==> src/rtl/branch_pkg.sv <==
// ---------------------------------------------------------------------------
// branch_pkg
// Shared definitions for the branch resolve unit:
//   - 4-bit condition-code constants (CC_*)
//   - bit positions of N, Z, C, V inside a 4-bit {N,Z,C,V} flag nibble
//   - FSM state encodings (ST_RUN / ST_FLUSH) and the state width
//   - BHT counter constants (reset value and saturation limits)
// ---------------------------------------------------------------------------
package branch_pkg;

    // Condition codes. Codes E and F are reserved and never take.
    localparam logic [3:0] CC_NEVER  = 4'h0;
    localparam logic [3:0] CC_ALWAYS = 4'h1;
    localparam logic [3:0] CC_EQ     = 4'h2;
    localparam logic [3:0] CC_NE     = 4'h3;
    localparam logic [3:0] CC_CS     = 4'h4;
    localparam logic [3:0] CC_CC     = 4'h5;
    localparam logic [3:0] CC_MI     = 4'h6;
    localparam logic [3:0] CC_PL     = 4'h7;
    localparam logic [3:0] CC_VS     = 4'h8;
    localparam logic [3:0] CC_VC     = 4'h9;
    localparam logic [3:0] CC_GE     = 4'hA;
    localparam logic [3:0] CC_LT     = 4'hB;
    localparam logic [3:0] CC_GT     = 4'hC;
    localparam logic [3:0] CC_LE     = 4'hD;
    localparam logic [3:0] CC_RSV_E  = 4'hE;
    localparam logic [3:0] CC_RSV_F  = 4'hF;

    // Bit positions inside a {N,Z,C,V} nibble.
    localparam int FLAG_N = 3;
    localparam int FLAG_Z = 2;
    localparam int FLAG_C = 1;
    localparam int FLAG_V = 0;

    // FSM state encodings.
    localparam int         STATE_W  = 1;
    localparam logic [0:0] ST_RUN   = 1'b0;
    localparam logic [0:0] ST_FLUSH = 1'b1;

    // 2-bit BHT counter values.
    localparam logic [1:0] BHT_RESET = 2'b01;
    localparam logic [1:0] BHT_MAX   = 2'b11;
    localparam logic [1:0] BHT_MIN   = 2'b00;

endpackage

==> src/rtl/branch_resolve_unit_if.sv <==
// ---------------------------------------------------------------------------
// branch_resolve_unit_if
// Branch resolution bus between the pipeline (master) and the resolve unit
// (slave).
//   iBranchValid      m->s  branch presented this cycle
//   iBranchOperation  m->s  4-bit condition code
//   iAccSel           m->s  accumulator flag set selected
//   iBranchPC         m->s  PC of the resolving branch
//   iPredicted        m->s  prediction made at fetch
//   oResolveValid     s->m  registered result valid (one cycle per accept)
//   oBranchTaken      s->m  registered actual outcome
//   oMispredict       s->m  registered outcome != iPredicted
//
// Handshake: there is no ready signal. A branch is accepted on the rising
// edge where iBranchValid=1 and the unit is in RUN; during a flush the
// presented branch is dropped silently. Each accepted branch produces
// exactly one oResolveValid pulse in the following cycle.
// ---------------------------------------------------------------------------
interface branch_resolve_unit_if #(
    parameter int NUM_ACC  = 2,
    parameter int PC_WIDTH = 10
);
    localparam int SEL_W = $clog2(NUM_ACC);

    logic                iBranchValid;
    logic [3:0]          iBranchOperation;
    logic [SEL_W-1:0]    iAccSel;
    logic [PC_WIDTH-1:0] iBranchPC;
    logic                iPredicted;
    logic                oResolveValid;
    logic                oBranchTaken;
    logic                oMispredict;

    modport master (
        output iBranchValid, iBranchOperation, iAccSel, iBranchPC, iPredicted,
        input  oResolveValid, oBranchTaken, oMispredict
    );

    modport slave (
        input  iBranchValid, iBranchOperation, iAccSel, iBranchPC, iPredicted,
        output oResolveValid, oBranchTaken, oMispredict
    );

endinterface

==> src/rtl/branch_cond_eval.sv <==
// ---------------------------------------------------------------------------
// branch_cond_eval
// Purely combinational condition evaluator.
//   op     in  4  condition code (CC_* in branch_pkg)
//   flags  in  4  {N,Z,C,V}
//   taken  out 1  condition true
// ---------------------------------------------------------------------------
module branch_cond_eval
    import branch_pkg::*;
(
    input  logic [3:0] op,
    input  logic [3:0] flags,
    output logic       taken
);

    logic n, z, c, v;

    assign n = flags[FLAG_N];
    assign z = flags[FLAG_Z];
    assign c = flags[FLAG_C];
    assign v = flags[FLAG_V];

    always_comb begin
        taken = 1'b0;
        case (op)
            CC_NEVER:  taken = 1'b0;
            CC_ALWAYS: taken = 1'b1;
            CC_EQ:     taken = z;
            CC_NE:     taken = ~z;
            CC_CS:     taken = c;
            CC_CC:     taken = ~c;
            CC_MI:     taken = n;
            CC_PL:     taken = ~n;
            CC_VS:     taken = v;
            CC_VC:     taken = ~v;
            CC_GE:     taken = (n == v);
            CC_LT:     taken = (n != v);
            CC_GT:     taken = ~z & (n == v);
            CC_LE:     taken = z | (n != v);
            default:   taken = 1'b0;   // reserved E/F never take
        endcase
    end

endmodule

==> src/rtl/branch_resolve_unit.sv <==
// ---------------------------------------------------------------------------
// branch_resolve_unit
// Resolves conditional branches against per-accumulator NZCV flags, trains a
// 2-bit-counter branch history table, requests a pipeline flush on a
// mispredict and keeps saturating branch/mispredict statistics.
//
// Ports:
//   Clock             in   rising-edge clock
//   Reset_n           in   asynchronous active-low reset
//   iFlagWe           in   per-accumulator flag write enable
//   iFlags            in   {N,Z,C,V} per accumulator, acc i at [4i+3:4i]
//   iFetchPC          in   PC looked up for prediction
//   oPredictTaken     out  combinational prediction (counter MSB)
//   bus               slave side of the branch resolution bus
//   oFlush            out  pipeline flush request, FLUSH_CYCLES long
//   oBranchCount      out  accepted branches (saturating)
//   oMispredictCount  out  accepted mispredicts (saturating)
//   oState            out  FSM state (ST_RUN / ST_FLUSH) for observation
// ---------------------------------------------------------------------------
module branch_resolve_unit
    import branch_pkg::*;
#(
    parameter int NUM_ACC      = 2,
    parameter int PC_WIDTH     = 10,
    parameter int BHT_DEPTH    = 16,
    parameter int FLUSH_CYCLES = 2,
    parameter int CNT_WIDTH    = 16
) (
    input  logic                   Clock,
    input  logic                   Reset_n,
    input  logic [NUM_ACC-1:0]     iFlagWe,
    input  logic [4*NUM_ACC-1:0]   iFlags,
    input  logic [PC_WIDTH-1:0]    iFetchPC,
    output logic                   oPredictTaken,
    branch_resolve_unit_if.slave   bus,
    output logic                   oFlush,
    output logic [CNT_WIDTH-1:0]   oBranchCount,
    output logic [CNT_WIDTH-1:0]   oMispredictCount,
    output logic [STATE_W-1:0]     oState
);

    localparam int IDX_W = $clog2(BHT_DEPTH);
    localparam int FC_W  = (FLUSH_CYCLES > 1) ? $clog2(FLUSH_CYCLES) : 1;
    localparam logic [FC_W-1:0] FLUSH_LAST = FC_W'(FLUSH_CYCLES - 1);

    // -----------------------------------------------------------------------
    // Flag registers
    // -----------------------------------------------------------------------
    logic [3:0] flags_q  [NUM_ACC];
    logic [3:0] flags_in [NUM_ACC];

    for (genvar g = 0; g < NUM_ACC; g++) begin : g_flag_slice
        assign flags_in[g] = iFlags[4*g +: 4];
    end

    // Flags keep loading in every FSM state, including FLUSH.
    always_ff @(posedge Clock or negedge Reset_n) begin
        if (!Reset_n) begin
            for (int i = 0; i < NUM_ACC; i++) flags_q[i] <= 4'h0;
        end else begin
            for (int i = 0; i < NUM_ACC; i++) begin
                if (iFlagWe[i]) flags_q[i] <= flags_in[i];
            end
        end
    end

    // A flag write to the selected accumulator in the resolve cycle is
    // forwarded so a branch right behind a flag-setting op sees new flags.
    logic [3:0] sel_flags;

    always_comb begin
        sel_flags = flags_q[bus.iAccSel];
        if (iFlagWe[bus.iAccSel]) sel_flags = flags_in[bus.iAccSel];
    end

    logic cond_taken;

    branch_cond_eval u_cond_eval (
        .op    (bus.iBranchOperation),
        .flags (sel_flags),
        .taken (cond_taken)
    );

    // -----------------------------------------------------------------------
    // FSM: RUN accepts branches, FLUSH drops them while oFlush is high
    // -----------------------------------------------------------------------
    logic [STATE_W-1:0] state_q;
    logic [FC_W-1:0]    flush_cnt_q;
    logic               accept;
    logic               mispredict;

    assign accept     = bus.iBranchValid && (state_q == ST_RUN);
    assign mispredict = accept && (cond_taken != bus.iPredicted);

    always_ff @(posedge Clock or negedge Reset_n) begin
        if (!Reset_n) begin
            state_q     <= ST_RUN;
            flush_cnt_q <= '0;
        end else begin
            case (state_q)
                ST_RUN: begin
                    if (mispredict) begin
                        state_q     <= ST_FLUSH;
                        flush_cnt_q <= FLUSH_LAST;
                    end
                end
                ST_FLUSH: begin
                    if (flush_cnt_q == '0) state_q <= ST_RUN;
                    else                   flush_cnt_q <= flush_cnt_q - 1'b1;
                end
                default: state_q <= ST_RUN;
            endcase
        end
    end

    // FLUSH is entered on the same edge that registers the mispredict, so
    // deriving oFlush from the state lines it up with oMispredict.
    assign oFlush = (state_q == ST_FLUSH);
    assign oState = state_q;

    // -----------------------------------------------------------------------
    // Registered resolution results
    // -----------------------------------------------------------------------
    always_ff @(posedge Clock or negedge Reset_n) begin
        if (!Reset_n) begin
            bus.oResolveValid <= 1'b0;
            bus.oBranchTaken  <= 1'b0;
            bus.oMispredict   <= 1'b0;
        end else begin
            bus.oResolveValid <= accept;
            bus.oBranchTaken  <= accept && cond_taken;
            bus.oMispredict   <= mispredict;
        end
    end

    // -----------------------------------------------------------------------
    // Branch history table
    // -----------------------------------------------------------------------
    logic [1:0]       bht_q [BHT_DEPTH];
    logic [IDX_W-1:0] upd_idx;
    logic [IDX_W-1:0] fetch_idx;

    assign upd_idx   = bus.iBranchPC[IDX_W-1:0];
    assign fetch_idx = iFetchPC[IDX_W-1:0];

    always_ff @(posedge Clock or negedge Reset_n) begin
        if (!Reset_n) begin
            for (int i = 0; i < BHT_DEPTH; i++) bht_q[i] <= BHT_RESET;
        end else if (accept) begin
            if (cond_taken) begin
                if (bht_q[upd_idx] != BHT_MAX) bht_q[upd_idx] <= bht_q[upd_idx] + 2'b01;
            end else begin
                if (bht_q[upd_idx] != BHT_MIN) bht_q[upd_idx] <= bht_q[upd_idx] - 2'b01;
            end
        end
    end

    // Read straight from the registers, so a same-cycle update at the same
    // index is not visible until the next cycle.
    assign oPredictTaken = bht_q[fetch_idx][1];

    // -----------------------------------------------------------------------
    // Saturating statistics
    // -----------------------------------------------------------------------
    always_ff @(posedge Clock or negedge Reset_n) begin
        if (!Reset_n) begin
            oBranchCount     <= '0;
            oMispredictCount <= '0;
        end else begin
            if (accept && (oBranchCount != '1))
                oBranchCount <= oBranchCount + 1'b1;
            if (mispredict && (oMispredictCount != '1))
                oMispredictCount <= oMispredictCount + 1'b1;
        end
    end

    // Only the low PC bits index the BHT.
    logic unused_pc_bits;
    assign unused_pc_bits = ^{iFetchPC[PC_WIDTH-1:IDX_W], bus.iBranchPC[PC_WIDTH-1:IDX_W]};

endmodule

==> src/flat_wrapper.sv <==
// flat-port wrapper written by rule: the top's interface ports become plain ports
module branch_resolve_unit_flat import branch_pkg::*;
#(
    parameter int NUM_ACC      = 2,
    parameter int PC_WIDTH     = 10,
    parameter int BHT_DEPTH    = 16,
    parameter int FLUSH_CYCLES = 2,
    parameter int CNT_WIDTH    = 16
)
  (Clock, Reset_n, iFlagWe, iFlags, iFetchPC, oPredictTaken, oFlush, oBranchCount, oMispredictCount, oState, bus_iBranchValid, bus_iBranchOperation, bus_iAccSel, bus_iBranchPC, bus_iPredicted, bus_oResolveValid, bus_oBranchTaken, bus_oMispredict);
  branch_resolve_unit_if #(.NUM_ACC(NUM_ACC), .PC_WIDTH(PC_WIDTH)) bus_i ();
  input  logic Clock;
  input  logic Reset_n;
  input  logic [NUM_ACC-1:0] iFlagWe;
  input  logic [4*NUM_ACC-1:0] iFlags;
  input  logic [PC_WIDTH-1:0] iFetchPC;
  output logic oPredictTaken;
  output logic oFlush;
  output logic [CNT_WIDTH-1:0] oBranchCount;
  output logic [CNT_WIDTH-1:0] oMispredictCount;
  output logic [STATE_W-1:0] oState;
  input wire logic [$bits(bus_i.iBranchValid)-1:0] bus_iBranchValid;
  input wire logic [$bits(bus_i.iBranchOperation)-1:0] bus_iBranchOperation;
  input wire logic [$bits(bus_i.iAccSel)-1:0] bus_iAccSel;
  input wire logic [$bits(bus_i.iBranchPC)-1:0] bus_iBranchPC;
  input wire logic [$bits(bus_i.iPredicted)-1:0] bus_iPredicted;
  output wire logic [$bits(bus_i.oResolveValid)-1:0] bus_oResolveValid;
  output wire logic [$bits(bus_i.oBranchTaken)-1:0] bus_oBranchTaken;
  output wire logic [$bits(bus_i.oMispredict)-1:0] bus_oMispredict;
  assign bus_i.iBranchValid = bus_iBranchValid;
  assign bus_i.iBranchOperation = bus_iBranchOperation;
  assign bus_i.iAccSel = bus_iAccSel;
  assign bus_i.iBranchPC = bus_iBranchPC;
  assign bus_i.iPredicted = bus_iPredicted;
  assign bus_oResolveValid = bus_i.oResolveValid;
  assign bus_oBranchTaken = bus_i.oBranchTaken;
  assign bus_oMispredict = bus_i.oMispredict;
  branch_resolve_unit #(.NUM_ACC(NUM_ACC), .PC_WIDTH(PC_WIDTH), .BHT_DEPTH(BHT_DEPTH), .FLUSH_CYCLES(FLUSH_CYCLES), .CNT_WIDTH(CNT_WIDTH)) u_core (.Clock(Clock), .Reset_n(Reset_n), .iFlagWe(iFlagWe), .iFlags(iFlags), .iFetchPC(iFetchPC), .oPredictTaken(oPredictTaken), .bus(bus_i), .oFlush(oFlush), .oBranchCount(oBranchCount), .oMispredictCount(oMispredictCount), .oState(oState));
endmodule
==> config.mk <==
export PLATFORM = sky130hd
export DESIGN_NAME = branch_resolve_unit_flat
export DESIGN_NICKNAME = d
export VERILOG_FILES = /design/src/rtl/branch_pkg.sv /design/src/rtl/branch_resolve_unit_if.sv /design/src/rtl/branch_cond_eval.sv /design/src/rtl/branch_resolve_unit.sv /design/src/flat_wrapper.sv
export SDC_FILE = /design/constraint.sdc
export NUM_CORES = 1
export LEC_CHECK = 0
export BUFFER_PORTS_ARGS = -buffer_cell sky130_fd_sc_hd__buf_2
export CAP_MARGIN = 20
export CORE_UTILIZATION = 50
export CTS_CLUSTER_DIAMETER = 150
export CTS_CLUSTER_SIZE = 40
export DETAILED_ROUTE_END_ITERATION = 8
export MAX_ROUTING_LAYER = met4
export PLACE_DENSITY = 0.78
export SYNTH_ARGS = -nofsm -noshare
export SYNTH_HDL_FRONTEND = slang
export SYNTH_SLANG_ARGS = --single-unit
==> constraint.sdc <==
create_clock -name Clock -period 3.1 [get_ports Clock]
set_clock_uncertainty 0.1 [all_clocks]
set_input_delay 0.62 -clock Clock [delete_from_list [all_inputs] [get_ports Clock]]
set_output_delay 0.62 -clock Clock [all_outputs]
set_load 0.02 [all_outputs]
# --- After elaboration in Yosys (flattened, before gate mapping) ---
# Index checks and enable logic that the tools add are counted.
word_totals:
  regBits: 77
  out_inout_bits: 38
op_classes:
  add_sub_neg: 5
  n_lt_le_gt_ge: 5
  eq_ne: 21
  mux: 29
  n_bitwise: 10
  n_reduce_logical: 9
op_table:
  columns: ["cell", "n"]
  rows:
  - ["2-to-1 mux 32 bit", 3]
  - ["bitwise mux 32 bit", 2]
  - ["adder 16 x 1 -> 16 bit, second input constant", 2]
  - ["!= test 16 bit, second input constant", 2]
  - ["2-to-1 mux 4 bit", 7]
  - ["equality test 4 bit, second input constant", 6]
  - ["binary-select mux 2 bit (select 4 bit)", 2]
  - ["equality test 4 x 3 -> 1 bit, second input constant", 4]
  - ["case mux 1 bit (13 select lines)", 1]
  - [">= comparator 5 bit, second input constant", 2]
  - ["2-to-1 mux 2 bit", 5]
  - ["NOT 4 -> 5 bit", 2]
  - ["demux 2 bit (select 4 bit)", 1]
  - ["equality test 4 x 2 -> 1 bit, second input constant", 2]
  - ["logical AND 1 bit", 6]
  - ["2-to-1 mux 1 bit", 6]
  - ["< comparator 5 x 1 -> 1 bit, second input constant", 1]
  - ["NOT 1 bit", 5]
  - ["equality test 4 x 1 -> 1 bit, second input constant", 1]
  - ["!= test 2 bit, second input constant", 2]
  - ["case mux 1 bit (2 select lines)", 2]
  - ["nonzero test 2 bit", 2]
  - ["AND reduction 3 bit", 1]
  - ["adder 2 x 1 -> 2 bit, second input constant", 1]
  - ["10 further kinds", 11]

# --- Depth between registers and ports, before layout ---
# Gate-level depths: netlist (run 1).
logic_depth:
  depth_word: 12
  mapped_depth: 13

# --- Modules after synthesis ---
# Synthesis (run 1) repeated with hierarchy kept, for this count alone.
unflattened:
  cells_unflattened: 331
  area_unflattened_um2: 4073.9
by_module_without_submodules:
  columns: ["mod", "n_inst", "cells_each", "area_each_um2"]
  rows:
  - ["branch_resolve_unit", 1, 313, 3952.5]
  - ["branch_cond_eval", 1, 18, 121.4]

# --- Worst setup path before layout (run 1) ---
# No wires, ideal clock.
synth_path:
  kind: "input port to flip-flop"
  startpoint: "input port bus_iBranchPC[0]"
  endpoint: "register u_core.bht_q[29] in the netlist's numbering"
  t_arrival_ns: 3.499
  slack_ns: -0.593
  stages: 12
  cell_sequence: "clkbuf_1 -> mux4_2 -> mux2_2 -> o21ai_1 -> inv_1 -> clkbuf_1 -> ha_1 -> a21oi_1 -> and2_1 -> clkbuf_1 -> o32ai_1 -> a211oi_1"
synth_between:
  elab_chain_len: 8
  word_cells_on_any_way: 21
  cone_classes: "2 x add/sub; 2 x order compare; 2 x eq/ne; 10 x mux; 1 x bitwise; 4 x reduce/logical"
synth_lines:
  columns: ["item", "line_no", "source"]
  rows:
  - ["start: declaration", "flat_wrapper.sv:25", "input wire logic [$bits(bus_i.iBranchPC)-1:0] bus_iBranchPC;"]
  - ["NOT 4 -> 5 bit (implied by the code) *", "branch_resolve_unit.sv:151, branch_resolve_unit.sv:153", null]
  - ["binary-select mux 2 bit (select 4 bit), or another cell as far along", "branch_resolve_unit.sv:151, branch_resolve_unit.sv:153", null]
  - ["2-to-1 mux 2 bit (implied by the code) or logical AND 1 bit (tied branches)", "branch_resolve_unit.sv:151, branch_resolve_unit.sv:153", null]
  - ["2-to-1 mux 2 bit (implied by the code)", "branch_resolve_unit.sv:151, branch_resolve_unit.sv:153", null]
  - ["subtractor 2 x 1 -> 2 bit, or another cell as far along", "branch_resolve_unit.sv:153", "if (bht_q[upd_idx] != BHT_MIN) bht_q[upd_idx] <= bht_q[upd_idx] - 2'b01;"]
  - ["bitwise mux 32 bit (on tied branches)", "branch_resolve_unit.sv:153, branch_resolve_unit.sv:151", null]
  - ["2-to-1 mux 32 bit (on tied branches)", "branch_resolve_unit.sv:153, branch_resolve_unit.sv:151", null]
  - ["2-to-1 mux 32 bit", "branch_resolve_unit.sv:150", "if (cond_taken) begin"]
  - ["end: declaration", "branch_resolve_unit.sv:139", "logic [1:0] bht_q [BHT_DEPTH];"]
# Every way passes the cells marked *; elsewhere a longest branch is shown, timed or not. The select of a mux whose other input is x is not followed.
# A chain may end at the register's enable or synchronous reset.

# --- Worst setup path in the final report (run 1) ---
layout_path:
  startpoint: "input port iFlagWe[0]"
  endpoint: "register u_core.bht_q[21] in the netlist's numbering"
layout_between:
  elab_chain_len: 8
  word_cells_on_any_way: 16
  cone_classes: "3 x eq/ne; 5 x mux; 6 x bitwise; 2 x reduce/logical"
layout_lines:
  columns: ["item", "line_no", "source"]
  rows:
  - ["start: declaration", "flat_wrapper.sv:14", "input logic [NUM_ACC-1:0] iFlagWe;"]
  - ["2-to-1 mux 1 bit (implied by the code) * (2 in series)", "branch_resolve_unit.sv:73", "if (iFlagWe[bus.iAccSel]) sel_flags = flags_in[bus.iAccSel];"]
  - ["2-to-1 mux 4 bit *", "branch_resolve_unit.sv:73", null]
  - ["!= test 1 bit, or another cell as far along", "branch_cond_eval.sv:37, branch_cond_eval.sv:39", null]
  - ["bitwise OR 1 bit or bitwise AND 1 bit (tied branches)", "branch_cond_eval.sv:39, branch_cond_eval.sv:38", null]
  - ["case mux 1 bit (13 select lines) *", "branch_cond_eval.sv:25", "case (op)"]
  - ["!= test 2 bit (no line) or nonzero test 2 bit (tied branches)", null, null]
  - ["AND reduction 3 bit (no line)", null, null]
# Marks and branches as above.

==> results of run 1 <==
-- final cells by class --
type | count | area, sq um
fillers | 658 | 3020
multi-input cells | 290 | 2300
flip-flops and latches | 77 | 1950
well taps | 105 | 131
repair buffers | 112 | 698
clock inverters | 7 | 65.1
clock buffers | 9 | 124
inverters | 14 | 52.6
-- report_power, final --
group          internal, mW  total [mW]  switching, mW
registers              1.37        1.63          0.261
clock network         0.311       0.741          0.429
logic                 0.831        1.79          0.957
total                  2.51        4.16           1.65
-- logic make-up after synthesis --
family / Yosys count
xor+xnor: 35
buf+inv: 41
simple gates: 131
compound gates: 83
mux: 37
fa+ha+maj: 4
flops: 77
-- metrics by stage --
step | setup TNS (ns) | hold WS (ns)
after floorplan | -0.0660 | 0.224
after global placement | -8.07 | 0.367
after detailed placement | -10.51 | 0.375
after CTS | 0 | 0.343
after global routing | -0.0220 | 0.402
final | 0 | 0.311
-- path summary, 6_finish.rpt --
kind                                                          from                                      end  depth (start not counted)
setup / recovery                                        iFlagWe[0]             u_core.bht_q[21]$_DFFE_PN0P_                         10
hold / removal                                             Reset_n             u_core.bht_q[19]$_DFFE_PN0P_                          1
setup reg to reg                     u_core.flags_q[3]$_DFFE_PN0P_             u_core.bht_q[21]$_DFFE_PN0P_                          9
hold reg to reg            u_core.oMispredictCount[10]$_DFFE_PN0P_  u_core.oMispredictCount[10]$_DFFE_PN0P_                          1
max in group asynchronous                                  Reset_n   u_core.oMispredictCount[1]$_DFFE_PN0P_                          1
min in group Clock         u_core.oMispredictCount[10]$_DFFE_PN0P_  u_core.oMispredictCount[10]$_DFFE_PN0P_                          1
-- cells in the mapped netlist (all sizes together) (3+ instances only) --
library cell  number
o21a               3
ha                 4
xor2               7
inv               13
dfstp             16
o22ai              3
and2               5
nor2              21
nand2             22
buf                9
nor3b              3
a211oi            10
mux2i              3
a31oi             12
nor2b              3
clkbuf            18
mux2              19
nor3              13
mux4              15
dfrtp             61
xnor2             28
a41oi             10
a311oi             3
nand3             19
and3              16
nand4             17
a21oi             17
o21ai              8
nand2b             4
a221oi             3
o32ai             10
-- layer usage --
| metal | up-vias | track usage |
|---|---|---|
| met5 | - | - |
| met4 | 0 | 0.0995 |
| met3 | 17 | 0.0375 |
| met2 | 132 | 0.414 |
| met1 | 1847 | 0.353 |
| li1 | 1737 | - |
-- repair_timing --
action | in CTS | in global routing
hold buffers | 0 | 0
setup endpoints to repair | 0 | 28
hold endpoints to repair | 0 | 0
resized for setup | 0 | 8
==> load_flow_metrics.sql, run 1 <==
INSERT INTO impl_metrics (metric_group, metric, value, unit) VALUES
('status', 'run_status', 'completed', ''),
('layout', 'layout.cells.most_common', 'sky130_fd_sc_hd__buf_2', ''),
('clocking', 'clk-insertion-delay-late', '0.37', 'ns'),
('clocking', 'path_clk_slew', '0.08', 'ns'),
('layout', 'final_cell_mix', 'sky130_fd_sc_hd__buf_2, sky130_fd_sc_hd__dfrtp_1, sky130_fd_sc_hd__buf_4', ''),
('setup_path', 'worst-r2r-setup-slack', '0.22', 'ns'),
('sta', 'rsz_0062_raised_after_global_routing', 'true', ''),
('synth', 'synthSimpleGateAreaFrac', '0.163', ''),
('hold_path', 'worstHoldPathType', 'primary input to async pin', ''),
('sta', 'setup_violations', '0', ''),
('sta', 'finalWorstPathRequiredPeriod', '2.98', 'ns'),
('sta', 'worstMarginPinSlew', '0.962', 'ns'),
('pwr', 'cellPowerDensity', '782', 'mW/mm^2'),
('grt', 'grt.total_usage', '0.266', ''),
('synth', 'synth_top_family_by_area', 'simple AND/OR/NAND/NOR gates', ''),
('grt', 'first_global_vias', '3757', ''),
('synth', 'postSynthRegisterBits', '77', ''),
('placement', 'place_area', '0.00511', 'sq mm'),
('setup_path', 'critical_path.max_fanout', '8', ''),
('setup_path', 'crit_family', 'multiplexers', ''),
('die', 'initial_utilization', '0.524', ''),
('pwr', 'power.ir.vdd_worst', '539', 'uV'),
('sta', 'fmax', '336', 'MHz'),
('synth', 'synthesized_area_fraction_occupied_by_ao_oa_aoi_and_oai_cells', '0.133', ''),
('synth', 'syn_avg_cell_area', '10.7', 'sq um'),
('synth', 'netlist_instances', '408', ''),
('pwr', 'finalPower', '4.16', 'mW'),
('setup_path', 'timing.critical_path.required', '3.26', 'ns'),
('placement', 'hpwl', '7760', 'um'),
('layout', 'layout.core_utilization', '0.638', ''),
('synth', 'ranking_of_synthesized_cells_by_area', 'sky130_fd_sc_hd__dfrtp_1, sky130_fd_sc_hd__dfstp_2, sky130_fd_sc_hd__mux4_2', ''),
('synth', 'synth_area_leader_cell', 'sky130_fd_sc_hd__dfrtp_1', ''),
('die', 'design.portCount', '77', ''),
('setup_path', 'cp.arrival', '3.14', 'ns'),
('synth', 'post_synth_fa_ha_maj_area_fraction', '0.0115', ''),
('placement', 'dpl_worst_slack', '-0.351', 'ns'),
('synth', 'synth.yosys.seq_area_share', '0.446', ''),
('placement', 'port_buffers', '64', ''),
('synth', 'number_of_synthesized_flops_with_an_enable_pin', '0', ''),
('routing', 'wl', '10700', 'um'),
('routing', 'dr.first_iter.drc_count', '304', ''),
('routing', 'via_per_inst', '6.08', ''),
('clocking', 'cts-buffers-inserted', '9', ''),
('clocking', 'clk_path_buf_depth', '2', ''),
('clocking', 'post_cts_buffers', '0', ''),
('placement', 'gp_congestion', '0.915', ''),
('synth', 'yosys.cell_types.count', '50', ''),
('grt', 'grt_max_degree', '78', ''),
('setup_path', 'setup.worst_path.start_class', 'primary input', ''),
('die', 'dieHeight', '95.5', 'um'),
('routing', 'drtAntennaViolNets', '0', ''),
('routing', 'routedLengthMet1', '4700', 'um'),
('grt', 'number_of_antenna_violations_at_the_first_check_in_global_routing', '0', ''),
('die', 'coreArea', '0.00834', 'sq mm'),
('routing', 'firstDrtPassIters', '5', ''),
('layout', 'num_antenna_cells', '0', ''),
('sta', 'hold_viol', '0', ''),
('grt', 'grt-ovfl-total', '0', ''),
('setup_path', 'path_buf_inv', '2', ''),
('routing', 'met2_wirelength', '5200', 'um'),
('layout', 'finalNonFillerCells', '614', ''),
('routing', 'detail_route.wl_per_cell', '17.4', 'um'),
('sta', 'drv_slew', '0', ''),
('clocking', 'clock-sinks', '77', ''),
('routing', 'routed_wl_met3', '637', 'um'),
('job', 'cap_viol_max_count', '0', ''),
('synth', 'synth.yosys.warnings', '0', ''),
('synth', 'synth-xor-area-share', '0.0719', ''),
('synth', 'postSynth.asyncResetShare', '1.00', ''),
('synth', 'postSynth.topFlopCell', 'sky130_fd_sc_hd__dfrtp_1', ''),
('setup_path', 'critical_path.slowest_cell', 'sky130_fd_sc_hd__mux4_2', '');
No activity file was read; power rests on OpenSTA's default activity.
==> run 2: changes to the inputs <==
- PLACE_DENSITY: 0.78 -> 0.76
- clock period: 3.1 -> 3.25 ns (I/O delays scaled with it)
==> load_flow_metrics.sql, run 2 (same netlist as run 1, synthesis figures left out) <==
INSERT INTO impl_metrics (metric_group, metric, value, unit) VALUES
('grt', 'grt_max_degree', '78', ''),
('grt', 'grt_pass1_wl', '17400', 'um'),
('setup_path', 'path_buf_inv', '2', ''),
('hold_path', 'worstHoldPathType', 'primary input to async pin', ''),
('sta', 'setup_violations', '0', ''),
('setup_path', 'cp_cell_sequence', 'buf_2 -> mux2_2 -> mux4_2 -> nor4bb_1 -> nor4_4 -> buf_4 -> nand3_2 -> o21ai_0 -> a21oi_1 -> a311oi_1', ''),
('layout', 'final_cell_mix', 'sky130_fd_sc_hd__buf_2, sky130_fd_sc_hd__dfrtp_1, sky130_fd_sc_hd__buf_4', ''),
('routing', 'detail_route.wl_per_cell', '17.0', 'um'),
('sta', 'finalWorstPathRequiredPeriod', '3.09', 'ns'),
('placement', 'dpl_worst_slack', '-0.177', 'ns'),
('die', 'die_area', '0.00911', 'sq mm'),
('placement', 'placed_cells_incl_taps', '597', ''),
('layout', 'num-nets-final', '546', ''),
('routing', 'via_per_inst', '6.05', ''),
('routing', 'firstDrtPassIters', '4', ''),
('clocking', 'clk-insertion-delay-late', '0.37', 'ns'),
('die', 'initial_utilization', '0.524', ''),
('clocking', 'hold_buf_count_cts', '0', ''),
('setup_path', 'critical_path.slowest_cell', 'sky130_fd_sc_hd__mux4_2', ''),
('pwr', 'finalPower', '3.98', 'mW'),
('clocking', 'path_clk_slew', '0.09', 'ns'),
('setup_path', 'timing_worst_setup_path_type', 'primary input to flip-flop', ''),
('sta', 'hold_viol', '0', ''),
('sta', 'final_worst_setup_slack', '0.160', 'ns'),
('routing', 'drtAntennaViolNets', '0', ''),
('grt', 'number_of_antenna_violations_at_the_first_check_in_global_routing', '0', ''),
('placement', 'gp_congestion', '0.963', ''),
('setup_path', 'worst-r2r-cell-count', '9', ''),
('layout', 'finalNonFillerCells', '613', ''),
('routing', 'post_route_drc', '0', ''),
('pwr', 'power.ir.vdd_worst', '535', 'uV'),
('pwr', 'cellPowerDensity', '751', 'mW/mm^2'),
('layout', 'areaGrowthSynthToFinish', '21.3', '%'),
('die', 'dieHeight', '95.5', 'um'),
('grt', 'grt-ovfl-total', '0', ''),
('placement', 'port_buffers', '64', ''),
('status', 'run_status', 'completed', ''),
('sta', 'drv_slew', '0', ''),
('clocking', 'clock-sinks', '77', ''),
('job', 'cap_viol_max_count', '0', ''),
('routing', 'dr.first_iter.drc_count', '290', ''),
('clocking', 'clk_path_buf_depth', '2', ''),
('setup_path', 'crit_family', 'multiplexers', ''),
('die', 'die_w', '95.5', 'um'),
('setup_path', 'cp.arrival', '3.25', 'ns'),
('setup_path', 'end_kind', 'flip-flop', ''),
('clocking', 'post_cts_buffers', '0', ''),
('clocking', 'cts_tree', 'done', ''),
('sta', 'fmax', '324', 'MHz'),
('setup_path', 'timing.critical_path.slowest_cell_delay', '0.50', 'ns'),
('sta', 'rel_slew_slack', '0.364', ''),
('die', 'floorplan.rows', '33', ''),
('routing', 'via_total_after_detailed_routing', '3711', ''),
('sta', 'rsz_0062_raised_after_global_routing', 'false', ''),
('setup_path', 'critical_path.max_fanout', '9', ''),
('grt', 'grt.total_usage', '0.259', ''),
('layout', 'num_antenna_cells', '0', ''),
('sta', 'final_period_utilization', '0.951', ''),
('layout', 'layout.cells.most_common', 'sky130_fd_sc_hd__buf_2', ''),
('placement', 'hpwl', '7430', 'um'),
('routing', 'wl', '10400', 'um'),
('clocking', 'h_tree_lvl_count', '3', ''),
('setup_path', 'r2r-start', 'u_core.flags_q[7]$_DFFE_PN0P_', ''),
('setup_path', 'setup.worst_path.start_class', 'primary input', ''),
('clocking', 'cts-resized-gates', '0', ''),
('die', 'coreArea', '0.00834', 'sq mm'),
('setup_path', 'r2r-end', 'u_core.bht_q[13]$_DFFE_PN0P_', ''),
('sta', 'setup_total_negative_slack', '0', 'ns'),
('clocking', 'cts-buffers-inserted', '9', ''),
('layout', 'layout-drive-gt1-share', '0.360', ''),
('sta', 'worstMarginPinSlew', '0.954', 'ns'),
('setup_path', 'worst-r2r-setup-slack', '0.29', 'ns'),
('setup_path', 'timing.critical_path.required', '3.41', 'ns'),
('layout', 'layout.core_utilization', '0.635', ''),
('clocking', 'cts.root.buffer_cell', 'sky130_fd_sc_hd__clkbuf_8', ''),
('die', 'design.portCount', '77', ''),
('grt', 'first_global_vias', '3707', ''),
('pwr', 'leakage', '2.34', 'nW');
[run 2: layout make-up]
| type | instances | area [sq um] |
|---|---|---|
| Tap cell | 105 | 131 |
| Sequential cell | 77 | 1950 |
| Clock buffer | 9 | 124 |
| Clock inverter | 7 | 70.1 |
| Multi-Input combinational cell | 290 | 2270 |
| Timing Repair Buffer | 111 | 701 |
| Fill cell | 688 | 3040 |
| Inverter | 14 | 52.6 |
[run 2: power breakdown]
part | switching [mW] | internal, mW | leakage [nW]
Clock | 0.409 | 0.297 | 0.0951
Sequential | 0.244 | 1.31 | 0.972
Combinational | 0.900 | 0.819 | 1.27
Total | 1.55 | 2.42 | 2.34
[run 2: stage by stage]
stage	hold slack [ns]	area (sq um)
finish	0.315	5300
global route	0.418	5300
floorplan	0.254	4390
global placement	0.368	5100
CTS	0.361	5300
detailed placement	0.379	5100
[run 2: worst max-delay path by stage]
stage	startpoint	end	cells past startpoint
2_1_floorplan	bus_iBranchPC[0]	u_core.bht_q[9]$_DFFE_PN0P_	11
3_3_place_gp	iFlagWe[0]	u_core.bht_q[13]$_DFFE_PN0P_	10
3_5_place_dp	iFlagWe[0]	u_core.bht_q[13]$_DFFE_PN0P_	10
4_1_cts	iFlagWe[0]	u_core.bht_q[13]$_DFFE_PN0P_	10
5_1_grt	iFlagWe[0]	u_core.bht_q[13]$_DFFE_PN0P_	10
6_report	iFlagWe[0]	u_core.bht_q[13]$_DFFE_PN0P_	10
[run 2: metal layers]
metal | share of wire | global-route usage | vias up
met5 | 0 | - | -
met4 | 0.022 | 0.0983 | 0
met3 | 0.057 | 0.0494 | 22
met2 | 0.48 | 0.420 | 135
met1 | 0.44 | 0.323 | 1822
li1 | - | - | 1732
==> run 3: changes to the inputs <==
- RECOVER_POWER: not set -> 50
==> load_flow_metrics.sql, run 3 (same netlist as run 1, synthesis figures left out) <==
INSERT INTO impl_metrics (metric_group, metric, value, unit) VALUES
('die', 'design.portCount', '77', ''),
('clocking', 'hold_buf_count_cts', '0', ''),
('layout', 'final-seq-area', '0.00195', 'sq mm'),
('sta', 'worstMarginPinSlew', '1.86', 'ns'),
('routing', 'firstDrtPassIters', '4', ''),
('layout', 'layout.core_utilization', '0.633', ''),
('clocking', 'cts_tree', 'done', ''),
('setup_path', 'timing_worst_setup_path_type', 'primary input to flip-flop', ''),
('die', 'floorplan.rows', '33', ''),
('clocking', 'h_tree_lvl_count', '3', ''),
('setup_path', 'setup.worst_path.start_class', 'primary input', ''),
('routing', 'post_route_drc', '0', ''),
('placement', 'place_area', '0.00510', 'sq mm'),
('setup_path', 'critical_path.max_fanout', '9', ''),
('pwr', 'cellPowerDensity', '751', 'mW/mm^2'),
('clocking', 'post_cts_buffers', '0', ''),
('routing', 'dr.first_iter.drc_count', '288', ''),
('job', 'cap_viol_max_count', '1', ''),
('placement', 'gp_congestion', '0.963', ''),
('grt', 'grt-ovfl-total', '0', ''),
('layout', 'areaGrowthSynthToFinish', '20.9', '%'),
('routing', 'via_total_after_detailed_routing', '3699', ''),
('layout', 'fillerInstances', '693', ''),
('pwr', 'comb_power_share', '0.431', ''),
('pwr', 'switching_share', '0.391', ''),
('die', 'die_w', '95.5', 'um'),
('clocking', 'clk-insertion-delay-late', '0.37', 'ns'),
('layout', 'layout-drive-gt1-share', '0.335', ''),
('layout', 'layout.cells.most_common', 'sky130_fd_sc_hd__dfrtp_1', ''),
('clocking', 'clock-sinks', '77', ''),
('clocking', 'cts-buffers-inserted', '9', ''),
('grt', 'number_of_antenna_violations_at_the_first_check_in_global_routing', '0', ''),
('clocking', 'path_clk_slew', '0.09', 'ns'),
('layout', 'num-nets-final', '546', ''),
('die', 'coreArea', '0.00834', 'sq mm'),
('status', 'run_status', 'finished with violations', ''),
('sta', 'hold-worst-slack', '0.396', 'ns'),
('sta', 'fmax', '325', 'MHz'),
('layout', 'multi_input_comb_area', '0.00227', 'sq mm'),
('die', 'die_area', '0.00911', 'sq mm'),
('routing', 'drtAntennaViolNets', '0', ''),
('grt', 'grt.total_usage', '0.259', ''),
('pwr', 'clock_power_share', '0.178', ''),
('placement', 'hpwl', '7430', 'um'),
('clocking', 'clk_path_buf_depth', '2', ''),
('hold_path', 'worstHoldPathType', 'flip-flop to flip-flop', ''),
('pwr', 'power.sequential.fraction', '0.391', ''),
('die', 'initial_utilization', '0.524', ''),
('layout', 'final_cell_mix', 'sky130_fd_sc_hd__dfrtp_1, sky130_fd_sc_hd__buf_2, sky130_fd_sc_hd__buf_4', ''),
('clocking', 'cts-resized-gates', '0', ''),
('setup_path', 'end_kind', 'flip-flop', ''),
('layout', 'num_antenna_cells', '0', ''),
('die', 'dieHeight', '95.5', 'um'),
('setup_path', 'timing.critical_path.required', '3.41', 'ns'),
('routing', 'via_per_inst', '6.03', ''),
('sta', 'finalWorstPathRequiredPeriod', '3.08', 'ns'),
('routing', 'wl', '10400', 'um'),
('grt', 'grt_max_degree', '78', ''),
('placement', 'port_buffers', '64', ''),
('sta', 'final_period_utilization', '0.947', ''),
('clocking', 'cts.root.buffer_cell', 'sky130_fd_sc_hd__clkbuf_8', ''),
('pwr', 'leakage', '2.30', 'nW'),
('pwr', 'power.ir.vdd_worst', '536', 'uV'),
('sta', 'setup_violations', '0', ''),
('sta', 'rsz_0062_raised_after_global_routing', 'false', ''),
('sta', 'rel_slew_slack', '-0.241', ''),
('sta', 'setup_total_negative_slack', '0', 'ns'),
('pwr', 'total_net_switching_power', '1.55', 'mW'),
('pwr', 'power.internal', '2.42', 'mW'),
('grt', 'first_global_vias', '3707', ''),
('sta', 'hold_viol', '0', ''),
('status', 'failed_checks', 'max-capacitance violations, max-slew violations', ''),
('sta', 'drv_slew', '78', ''),
('setup_path', 'cp.arrival', '3.24', 'ns'),
('routing', 'detail_route.wl_per_cell', '17.0', 'um'),
('grt', 'grt_pass1_wl', '17400', 'um'),
('layout', 'post-route-cell-area', '0.00528', 'sq mm');
run 3: cell count changes in the layout (fill, tap and decap cells not counted):
cell                       delta
sky130_fd_sc_hd__clkbuf_1     +9
sky130_fd_sc_hd__mux2_2       -4
sky130_fd_sc_hd__clkbuf_2     +1
sky130_fd_sc_hd__buf_4        -1
sky130_fd_sc_hd__buf_2        -9
sky130_fd_sc_hd__mux2_1       +4
run 3: worst paths after layout:
check	startpoint	end	slack, ns	depth (start not counted)
setup / recovery	iFlagWe[1]	u_core.bht_q[13]$_DFFE_PN0P_	0.17	10
hold / removal	u_core.oBranchCount[6]$_DFFE_PN0P_	u_core.oBranchCount[6]$_DFFE_PN0P_	0.40	1
setup reg to reg	u_core.flags_q[3]$_DFFE_PN0P_	u_core.bht_q[13]$_DFFE_PN0P_	0.26	9
hold reg to reg	u_core.oBranchCount[6]$_DFFE_PN0P_	u_core.oBranchCount[6]$_DFFE_PN0P_	0.40	1
max in group asynchronous	Reset_n	u_core.oMispredictCount[5]$_DFFE_PN0P_	1.26	1
min in group asynchronous	Reset_n	u_core.bht_q[19]$_DFFE_PN0P_	0.68	1
run 3: per-stage QoR:
step | setup slack [ns] | instances | power [mW]
2_1_floorplan | 0.0159 | 408 | 2.60
5_1_grt | 0.00759 | 613 | 4.21
3_3_place_gp | -0.121 | 597 | 3.19
6_report | 0.171 | 613 | 3.97
3_5_place_dp | -0.177 | 597 | 3.27
4_1_cts | 0.191 | 613 | 3.98
run 3: layout make-up:
class | instances | share of cell area
Clock buffer | 9 | 0.0234
Multi-Input combinational cell | 290 | 0.430
Sequential cell | 77 | 0.369
Inverter | 14 | 0.00995
Tap cell | 105 | 0.0249
Clock inverter | 7 | 0.0133
Timing Repair Buffer | 111 | 0.130
run 3: critical path: stages:
cell	delay (ns)
sky130_fd_sc_hd__buf_2	0.14
sky130_fd_sc_hd__mux2_1	0.37
sky130_fd_sc_hd__mux4_2	0.49
sky130_fd_sc_hd__nor4bb_1	0.18
sky130_fd_sc_hd__nor4_4	0.22
sky130_fd_sc_hd__buf_4	0.17
sky130_fd_sc_hd__nand3_2	0.18
sky130_fd_sc_hd__o21ai_0	0.43
sky130_fd_sc_hd__a21oi_1	0.12
sky130_fd_sc_hd__a311oi_1	0.28
run 3: per-layer routing:
| metal | vias up | GRT usage | wire, um |
|---|---|---|---|
| met5 | - | - | 0 |
| met4 | 0 | 0.0983 | 217 |
| met3 | 21 | 0.0494 | 575 |
| met2 | 129 | 0.420 | 5050 |
| met1 | 1820 | 0.323 | 4560 |
| li1 | 1729 | - | - |
run 3: power groups by stage:
stage	registers, mW	logic (mW)	clock network (mW)
floorplan	1.59	1.01	0
global placement	1.54	1.65	0
detailed placement	1.56	1.70	0
CTS	1.55	1.71	0.717
global route	1.60	1.86	0.753
finish	1.55	1.71	0.705
